$ cat src/rtl/reg_dump_pkg.sv
// Shared definitions for the debug register read-out path: word and address
// widths, the dump FSM state encoding and the last-index helper.
package reg_dump_pkg;

    localparam int WORD_W  = 32;
    localparam int RADDR_W = 5;
    localparam int IDX_W   = 6;

    typedef enum logic [1:0] {
        ST_IDLE = 2'd0,
        ST_HALT = 2'd1,
        ST_LOAD = 2'd2,
        ST_SEND = 2'd3
    } state_t;

    // Index of the final word in a dump: the PC slot when it is emitted,
    // otherwise the highest general register.
    function automatic logic [IDX_W-1:0] last_index(input int nreg, input bit dump_pc);
        return dump_pc ? IDX_W'(nreg) : IDX_W'(nreg - 1);
    endfunction

endpackage

$ cat src/rtl/reg_dump.sv
// Debug read-out engine: halts the core, walks the register file read port and
// optionally the PC, and streams each word out tagged with its index.
module reg_dump
    import reg_dump_pkg::*;
#(
    parameter int NREG    = 32,
    parameter int DUMP_PC = 1
) (
    input  logic               clk,
    input  logic               rstd,
    input  logic               start,
    output logic               halt_req,
    input  logic               halt_ack,
    output logic [RADDR_W-1:0] rf_raddr,
    input  logic [WORD_W-1:0]  rf_rdata,
    input  logic [WORD_W-1:0]  pc,
    output logic               out_valid,
    input  logic               out_ready,
    output logic [IDX_W-1:0]   out_idx,
    output logic [WORD_W-1:0]  out_data,
    output logic               busy,
    output logic               done
);

    localparam logic [IDX_W-1:0] LAST_IDX = last_index(NREG, DUMP_PC != 0);
    localparam logic [IDX_W-1:0] PC_IDX   = IDX_W'(NREG);

    state_t              state_reg, state_next;
    logic [IDX_W-1:0]    idx_reg, idx_next;
    logic [RADDR_W-1:0]  rf_raddr_reg, rf_raddr_next;
    logic                out_valid_reg, out_valid_next;
    logic [IDX_W-1:0]    out_idx_reg, out_idx_next;
    logic [WORD_W-1:0]   out_data_reg, out_data_next;
    logic                halt_req_reg, halt_req_next;
    logic                busy_reg, busy_next;
    logic                done_reg, done_next;

    always_ff @(posedge clk or negedge rstd) begin
        if (!rstd) begin
            state_reg     <= ST_IDLE;
            idx_reg       <= '0;
            rf_raddr_reg  <= '0;
            out_valid_reg <= 1'b0;
            out_idx_reg   <= '0;
            out_data_reg  <= '0;
            halt_req_reg  <= 1'b0;
            busy_reg      <= 1'b0;
            done_reg      <= 1'b0;
        end else begin
            state_reg     <= state_next;
            idx_reg       <= idx_next;
            rf_raddr_reg  <= rf_raddr_next;
            out_valid_reg <= out_valid_next;
            out_idx_reg   <= out_idx_next;
            out_data_reg  <= out_data_next;
            halt_req_reg  <= halt_req_next;
            busy_reg      <= busy_next;
            done_reg      <= done_next;
        end
    end

    always_comb begin
        state_next     = state_reg;
        idx_next       = idx_reg;
        rf_raddr_next  = rf_raddr_reg;
        out_valid_next = out_valid_reg;
        out_idx_next   = out_idx_reg;
        out_data_next  = out_data_reg;
        halt_req_next  = halt_req_reg;
        busy_next      = busy_reg;
        done_next      = 1'b0;

        case (state_reg)
            ST_IDLE: begin
                if (start) begin
                    state_next    = ST_HALT;
                    idx_next      = '0;
                    rf_raddr_next = '0;
                    halt_req_next = 1'b1;
                    busy_next     = 1'b1;
                end
            end
            ST_HALT: begin
                // Address is registered so it is settled on the read port in LOAD.
                rf_raddr_next = idx_reg[RADDR_W-1:0];
                if (halt_ack) begin
                    state_next = ST_LOAD;
                end
            end
            ST_LOAD: begin
                out_data_next  = (DUMP_PC != 0 && idx_reg == PC_IDX) ? pc : rf_rdata;
                out_idx_next   = idx_reg;
                out_valid_next = 1'b1;
                state_next     = ST_SEND;
            end
            ST_SEND: begin
                if (out_ready) begin
                    out_valid_next = 1'b0;
                    if (idx_reg == LAST_IDX) begin
                        halt_req_next = 1'b0;
                        busy_next     = 1'b0;
                        done_next     = 1'b1;
                        state_next    = ST_IDLE;
                    end else begin
                        idx_next      = idx_reg + IDX_W'(1);
                        rf_raddr_next = RADDR_W'(idx_reg + IDX_W'(1));
                        state_next    = ST_LOAD;
                    end
                end
            end
            default: state_next = ST_IDLE;
        endcase
    end

    assign halt_req  = halt_req_reg;
    assign rf_raddr  = rf_raddr_reg;
    assign out_valid = out_valid_reg;
    assign out_idx   = out_idx_reg;
    assign out_data  = out_data_reg;
    assign busy      = busy_reg;
    assign done      = done_reg;

endmodule
$ cat config.mk
export PLATFORM = sky130hd
export DESIGN_NAME = reg_dump
export DESIGN_NICKNAME = d
export VERILOG_FILES = /design/src/rtl/reg_dump_pkg.sv /design/src/rtl/reg_dump.sv
export SDC_FILE = /design/constraint.sdc
export NUM_CORES = 1
export LEC_CHECK = 0
export CAP_MARGIN = 20
export CORE_ASPECT_RATIO = 0.5
export CORE_MARGIN = 4
export CORE_UTILIZATION = 38
export DETAILED_ROUTE_END_ITERATION = 16
export PLACE_DENSITY = 0.76
export SETUP_SLACK_MARGIN = 0.05
export SLEW_MARGIN = 0
export SYNTH_ARGS = -nofsm -noshare
export SYNTH_HDL_FRONTEND = slang
export SYNTH_SLANG_ARGS = --single-unit
$ cat constraint.sdc
create_clock -name clk -period 1.9 [get_ports clk]
set_input_delay 0.285 -clock clk [delete_from_list [all_inputs] [get_ports clk]]
set_output_delay 0.285 -clock clk [all_outputs]
set_load 0.005 [all_outputs]
Yosys cells after proc, flatten, opt, wreduce, memory -nomap -nowiden:

Cells that the tools add are included.
W data, S select, Z words.

* register bits: 54
* input bits: 69
* output and inout bits: 47
* logic and storage cells: 50

* add/subtract/negate cells: 1
* eq/ne operators: 9
* muxes and demuxes: 23
* reduce and logical (&&, ||, !) cells: 9

Operators with widths (count)
* $mux W32: 1
* $mux W6: 3
* $mux W5: 3
* $pmux W5 S3: 1
* $pmux W6 S2: 1
* $reduce_and A4 Y1: 3
* $ne A2 B2 Y1 const B: 5
* $mux W2: 4
* $pmux W2 S4: 1
* $mux W1: 7
* $add A6 B1 Y6 const B: 1
* $eq A6 B6 Y1 const B: 1
* $eq A2 B2 Y1 const B: 2
* $pmux W1 S2: 2
* $reduce_bool A2 Y1: 2
* $reduce_and A3 Y1: 1
* $reduce_bool A3 Y1: 1
* $eq A2 B1 Y1 const B: 1
* $logic_not A2 Y1: 1
* $reduce_and A2 Y1: 1

Depth between registers and ports, before layout:

* word-level depth: 4
* depth in mapped cells: 8
* depth with buffers taken out: 5

Least setup slack after synthesis:

Ideal clock, no wire load.

* kind: register to register
* from: reg idx_reg[0]
* to: reg rf_raddr_reg[3] (netlist: rf_raddr[3])
* arrival: 1.705 ns
* required time: 1.775 ns
* setup slack: 0.070 ns
* cell stages (with the launch flop): 7
* path through: dfrtp_1 -> clkbuf_1 -> inv_1 -> ha_1 -> and3b_1 -> a221oi_4 -> mux2_4

* longest elaborated chain between the ends: 4
* elaborated cells between the ends (all ways): 7
* those cells by class: add/sub (1); eq/ne (2); mux (3); reduce/logical (1)

Ends and longest elaborated chain
* start: declaration: RTL line reg_dump.sv:29 `logic [IDX_W-1:0] idx_reg, idx_next;`
* start signal: assignment: RTL line reg_dump.sv:51 `idx_reg <= idx_next;`
* $add A6 B1 Y6: RTL line reg_dump.sv:106 `rf_raddr_next = RADDR_W'(idx_reg + IDX_W'(1));`
* $mux W5: RTL line reg_dump.sv:99 `if (idx_reg == LAST_IDX) begin`
* $mux W5: RTL line reg_dump.sv:97 `if (out_ready) begin`
* $pmux W5 S3: RTL line reg_dump.sv:73 `case (state_reg)`
* end signal: assignment: RTL line reg_dump.sv:52 `rf_raddr_reg <= rf_raddr_next;`
* end: declaration: RTL line reg_dump.sv:30 `logic [RADDR_W-1:0] rf_raddr_reg, rf_raddr_next;`

Several ways; a longest one is shown, not always the timed one. The select of a mux whose other input is x is not followed.
A chain may end at the register's enable or synchronous reset.

Final worst setup path:

* from: reg idx_reg[2]
* to: reg rf_raddr_reg[0] (netlist: rf_raddr[0])

* longest elaborated chain between the ends: 3

Ends and longest elaborated chain (RTL line)
* $eq A6 B6 Y1: reg_dump.sv:99
* $ne A2 B2 Y1 (no source line)
* $reduce_and A4 Y1 (no source line)

Every way passes these cells.

==> impl_metrics.env <==
export IMPL_nNetsFinal=469
export IMPL_maxClockFrequency_mhz=619
export IMPL_first_pass_iters=5
export IMPL_drt_total_wl_um=7880
export IMPL_drtIter0Drc=223
export IMPL_postRouteAntennaNets=0
export IMPL_vias=2597
export IMPL_totalNegativeSetupSlack_ps=0
export IMPL_total_power_divided_by_cell_area_nw_per_um2=1010
export IMPL_worst_endpoint_data_arrival_time_ps=1760
export IMPL_setup_worst_path_end_class="flip-flop"
export IMPL_timing_hold_worst_class="in2async"
export IMPL_mappedNetlistArea_um2=2710
export IMPL_largest_reg_flops=32
export IMPL_finalSetupViolCount=0
export IMPL_synth_ff_type="sky130_fd_sc_hd__dfrtp_1"
export IMPL_die_height_um=67.7
export IMPL_avgSynthCellArea_um2=9.36
export IMPL_synth_net_count=360
export IMPL_regToRegStartpoint="idx_reg[2]"
export IMPL_status="finished, final reports clean"
export IMPL_number_of_antenna_violations_at_the_first_check_in_global_routing=0
export IMPL_slew_worst_pin_ps=491
export IMPL_clock_sinks=54
export IMPL_ys_ff_latch=54
export IMPL_synth_edff_count=0
export IMPL_clk_latency_ps=290
export IMPL_yosysSeqAreaShare_pct=50.0
export IMPL_top_level_ports=116
export IMPL_layout_cells_most_common_list="sky130_fd_sc_hd__clkdlybuf4s50_1 (114), sky130_fd_sc_hd__dfrtp_1 (54), sky130_fd_sc_hd__nand3_1 (35), sky130_fd_sc_hd__nor2_1 (34), sky130_fd_sc_hd__a31oi_1 (33)"
export IMPL_grt_pass1_wl_um=12500
export IMPL_timing_reg2reg_setup_slack_ps=280
export IMPL_gpl_final_weighted_congestion=0.826
export IMPL_die_area_um2=8610
export IMPL_worst_slew_margin_rel_pct=67.3
export IMPL_fill_cells=583
export IMPL_total_leakage_power_nw=1.66
export IMPL_dpl_instance_area_um2=3970
export IMPL_clkTransAtPathRegs_ps=70
export IMPL_rows=21
export IMPL_dp_hpwl_um=5930
export IMPL_cap_violations=0
export IMPL_timing_reg2reg_worst_path_depth=4
export IMPL_max_vdd_ir_drop_v=0.000444
export IMPL_max_transition_viols_final=0
export IMPL_rsz0062_at_grt="false"
export IMPL_clock_path_buffers=2
export IMPL_cts_buffers_inserted=5
export IMPL_drc_errors=0
export IMPL_wl_per_cell_um=16.1
export IMPL_synth_lib_cells_used_distinct=38
export IMPL_gr_usage_all_layers_pct=18.1
export IMPL_critical_path_max_fanout=15
export IMPL_skew_ps=8.80
export IMPL_synth_cells=289
export IMPL_r2r_end="rf_raddr[0]"
export IMPL_grt_max_degree=36
export IMPL_critical_path_required_ps=2050
export IMPL_syn2layout_area_growth_pct=53.2
export IMPL_hold_viol=0
export IMPL_floorplan_die_width_um=127
export IMPL_fin_crit_ps=1620
export IMPL_min_period_over_period_pct=85.0
export IMPL_critical_path_startpoint_type="flip-flop"
export IMPL_final_common_cell="sky130_fd_sc_hd__clkdlybuf4s50_1"
export IMPL_fin_util_pct=60.9
export IMPL_design_area_um2=4150
export IMPL_number_of_global_route_vias_before_repair=2527
export IMPL_clockRootBuffer="sky130_fd_sc_hd__clkbuf_16"
export IMPL_yosys_warnings=0
export IMPL_initial_core_util_pct=39.7
export IMPL_cts_repair_resized=0
export IMPL_coreArea_um2=6810
export IMPL_cts_tree="done"
export IMPL_post_route_cells_drive_above_1_share_pct=9.05
export IMPL_postSynth_asyncResetShare_pct=100
export IMPL_h_tree_depth=2
export IMPL_drt_vias_per_instance=5.30
export IMPL_antenna_diode_count=0
export IMPL_place_port_buffers=115
export IMPL_path_class="reg2reg"
export IMPL_grt_remaining_overflow=0
## routing by layer
| metal | up-vias | share of wire [%] | track usage, % |
|---|---|---|---|
| li1 | 1251 | - | - |
| met1 | 1261 | 42 | 22.4 |
| met2 | 70 | 52 | 32.3 |
| met3 | 15 | 4.2 | 2.84 |
| met4 | 0 | 2.1 | 6.95 |
| met5 | - | 0 | 0 |
## worst max-delay path: stages (launching register included)
cell,delay (ps)
sky130_fd_sc_hd__dfrtp_1,650
sky130_fd_sc_hd__nor3b_2,130
sky130_fd_sc_hd__a221oi_4,370
sky130_fd_sc_hd__buf_4,210
sky130_fd_sc_hd__o221ai_1,120
## cell families after synthesis
logic type / count (synthesis) / share of synthesized area, %
flops: 54 / 50.0
buf+inv: 37 / 6.15
mux: 16 / 6.61
simple gates: 98 / 18.0
fa+ha+maj: 2 / 0.925
compound gates: 82 / 18.3
## cells in the mapped netlist, types with 3 or more instances
cell                       count  share of area (%)
sky130_fd_sc_hd__nor2_1       34                4.7
sky130_fd_sc_hd__buf_4         3               0.83
sky130_fd_sc_hd__dfrtp_1      54                 50
sky130_fd_sc_hd__nand2_1       9                1.2
sky130_fd_sc_hd__o211ai_1      3               0.83
sky130_fd_sc_hd__nand4_1       3               0.69
sky130_fd_sc_hd__mux2_2        7                2.9
sky130_fd_sc_hd__inv_1         7               0.97
sky130_fd_sc_hd__mux2i_1       7                2.6
sky130_fd_sc_hd__o21ai_1       6                1.1
sky130_fd_sc_hd__nand2b_1      3               0.69
sky130_fd_sc_hd__clkbuf_1     13                1.8
sky130_fd_sc_hd__buf_2        13                2.4
sky130_fd_sc_hd__a31oi_1      33                7.6
sky130_fd_sc_hd__a21oi_1       3               0.55
sky130_fd_sc_hd__nand3_1      35                6.5
sky130_fd_sc_hd__o21ai_0      30                5.6
## per-stage QoR
stage | setup slack [ps] | hold slack [ps] | instances | total power, mW
after floorplan | 70.0 | -10.6 | 289 | 2.34
after global placement | 110 | 244 | 482 | 3.12
after detailed placement | 38.7 | 244 | 482 | 3.17
after CTS | 279 | 478 | 490 | 4.23
after global routing | 145 | 513 | 490 | 4.45
final | 284 | 478 | 490 | 4.20
## timing repair
| action | in CTS | in global routing |
|---|---|---|
| hold buffers | 1 | 0 |
| setup buffers | 0 | 0 |
| endpoints found under the hold margin | 16 | 0 |
## power by group
part	switching, mW	internal (mW)
Combinational	0.666	0.851
Sequential	0.234	1.40
Clock	0.401	0.651
## area by class of cell
| class | instances | area, µm² | area share, % |
|---|---|---|---|
| well taps | 92 | 115 | 2.78 |
| clock buffers | 6 | 139 | 3.35 |
| flip-flops and latches | 54 | 1350 | 32.6 |
| clock inverters | 1 | 30.0 | 0.724 |
| inverters | 7 | 26.3 | 0.634 |
| multi-input cells | 198 | 1190 | 28.8 |
| repair buffers | 132 | 1290 | 31.1 |
## worst max-delay path by stage
stage / slack (ps) / cells past startpoint / to / startpoint
after floorplan: 70 / 6 / rf_raddr[3] / idx_reg[0]
after global placement: 110 / 5 / rf_raddr[0] / out_ready
after detailed placement: 40 / 5 / idx_reg[1] / out_ready
after CTS: 280 / 6 / idx_reg[1] / idx_reg[1]
after global routing: 150 / 6 / out_data[14] / idx_reg[1]
final: 280 / 4 / rf_raddr[0] / idx_reg[2]
No activity file was read; power rests on OpenSTA's default activity.
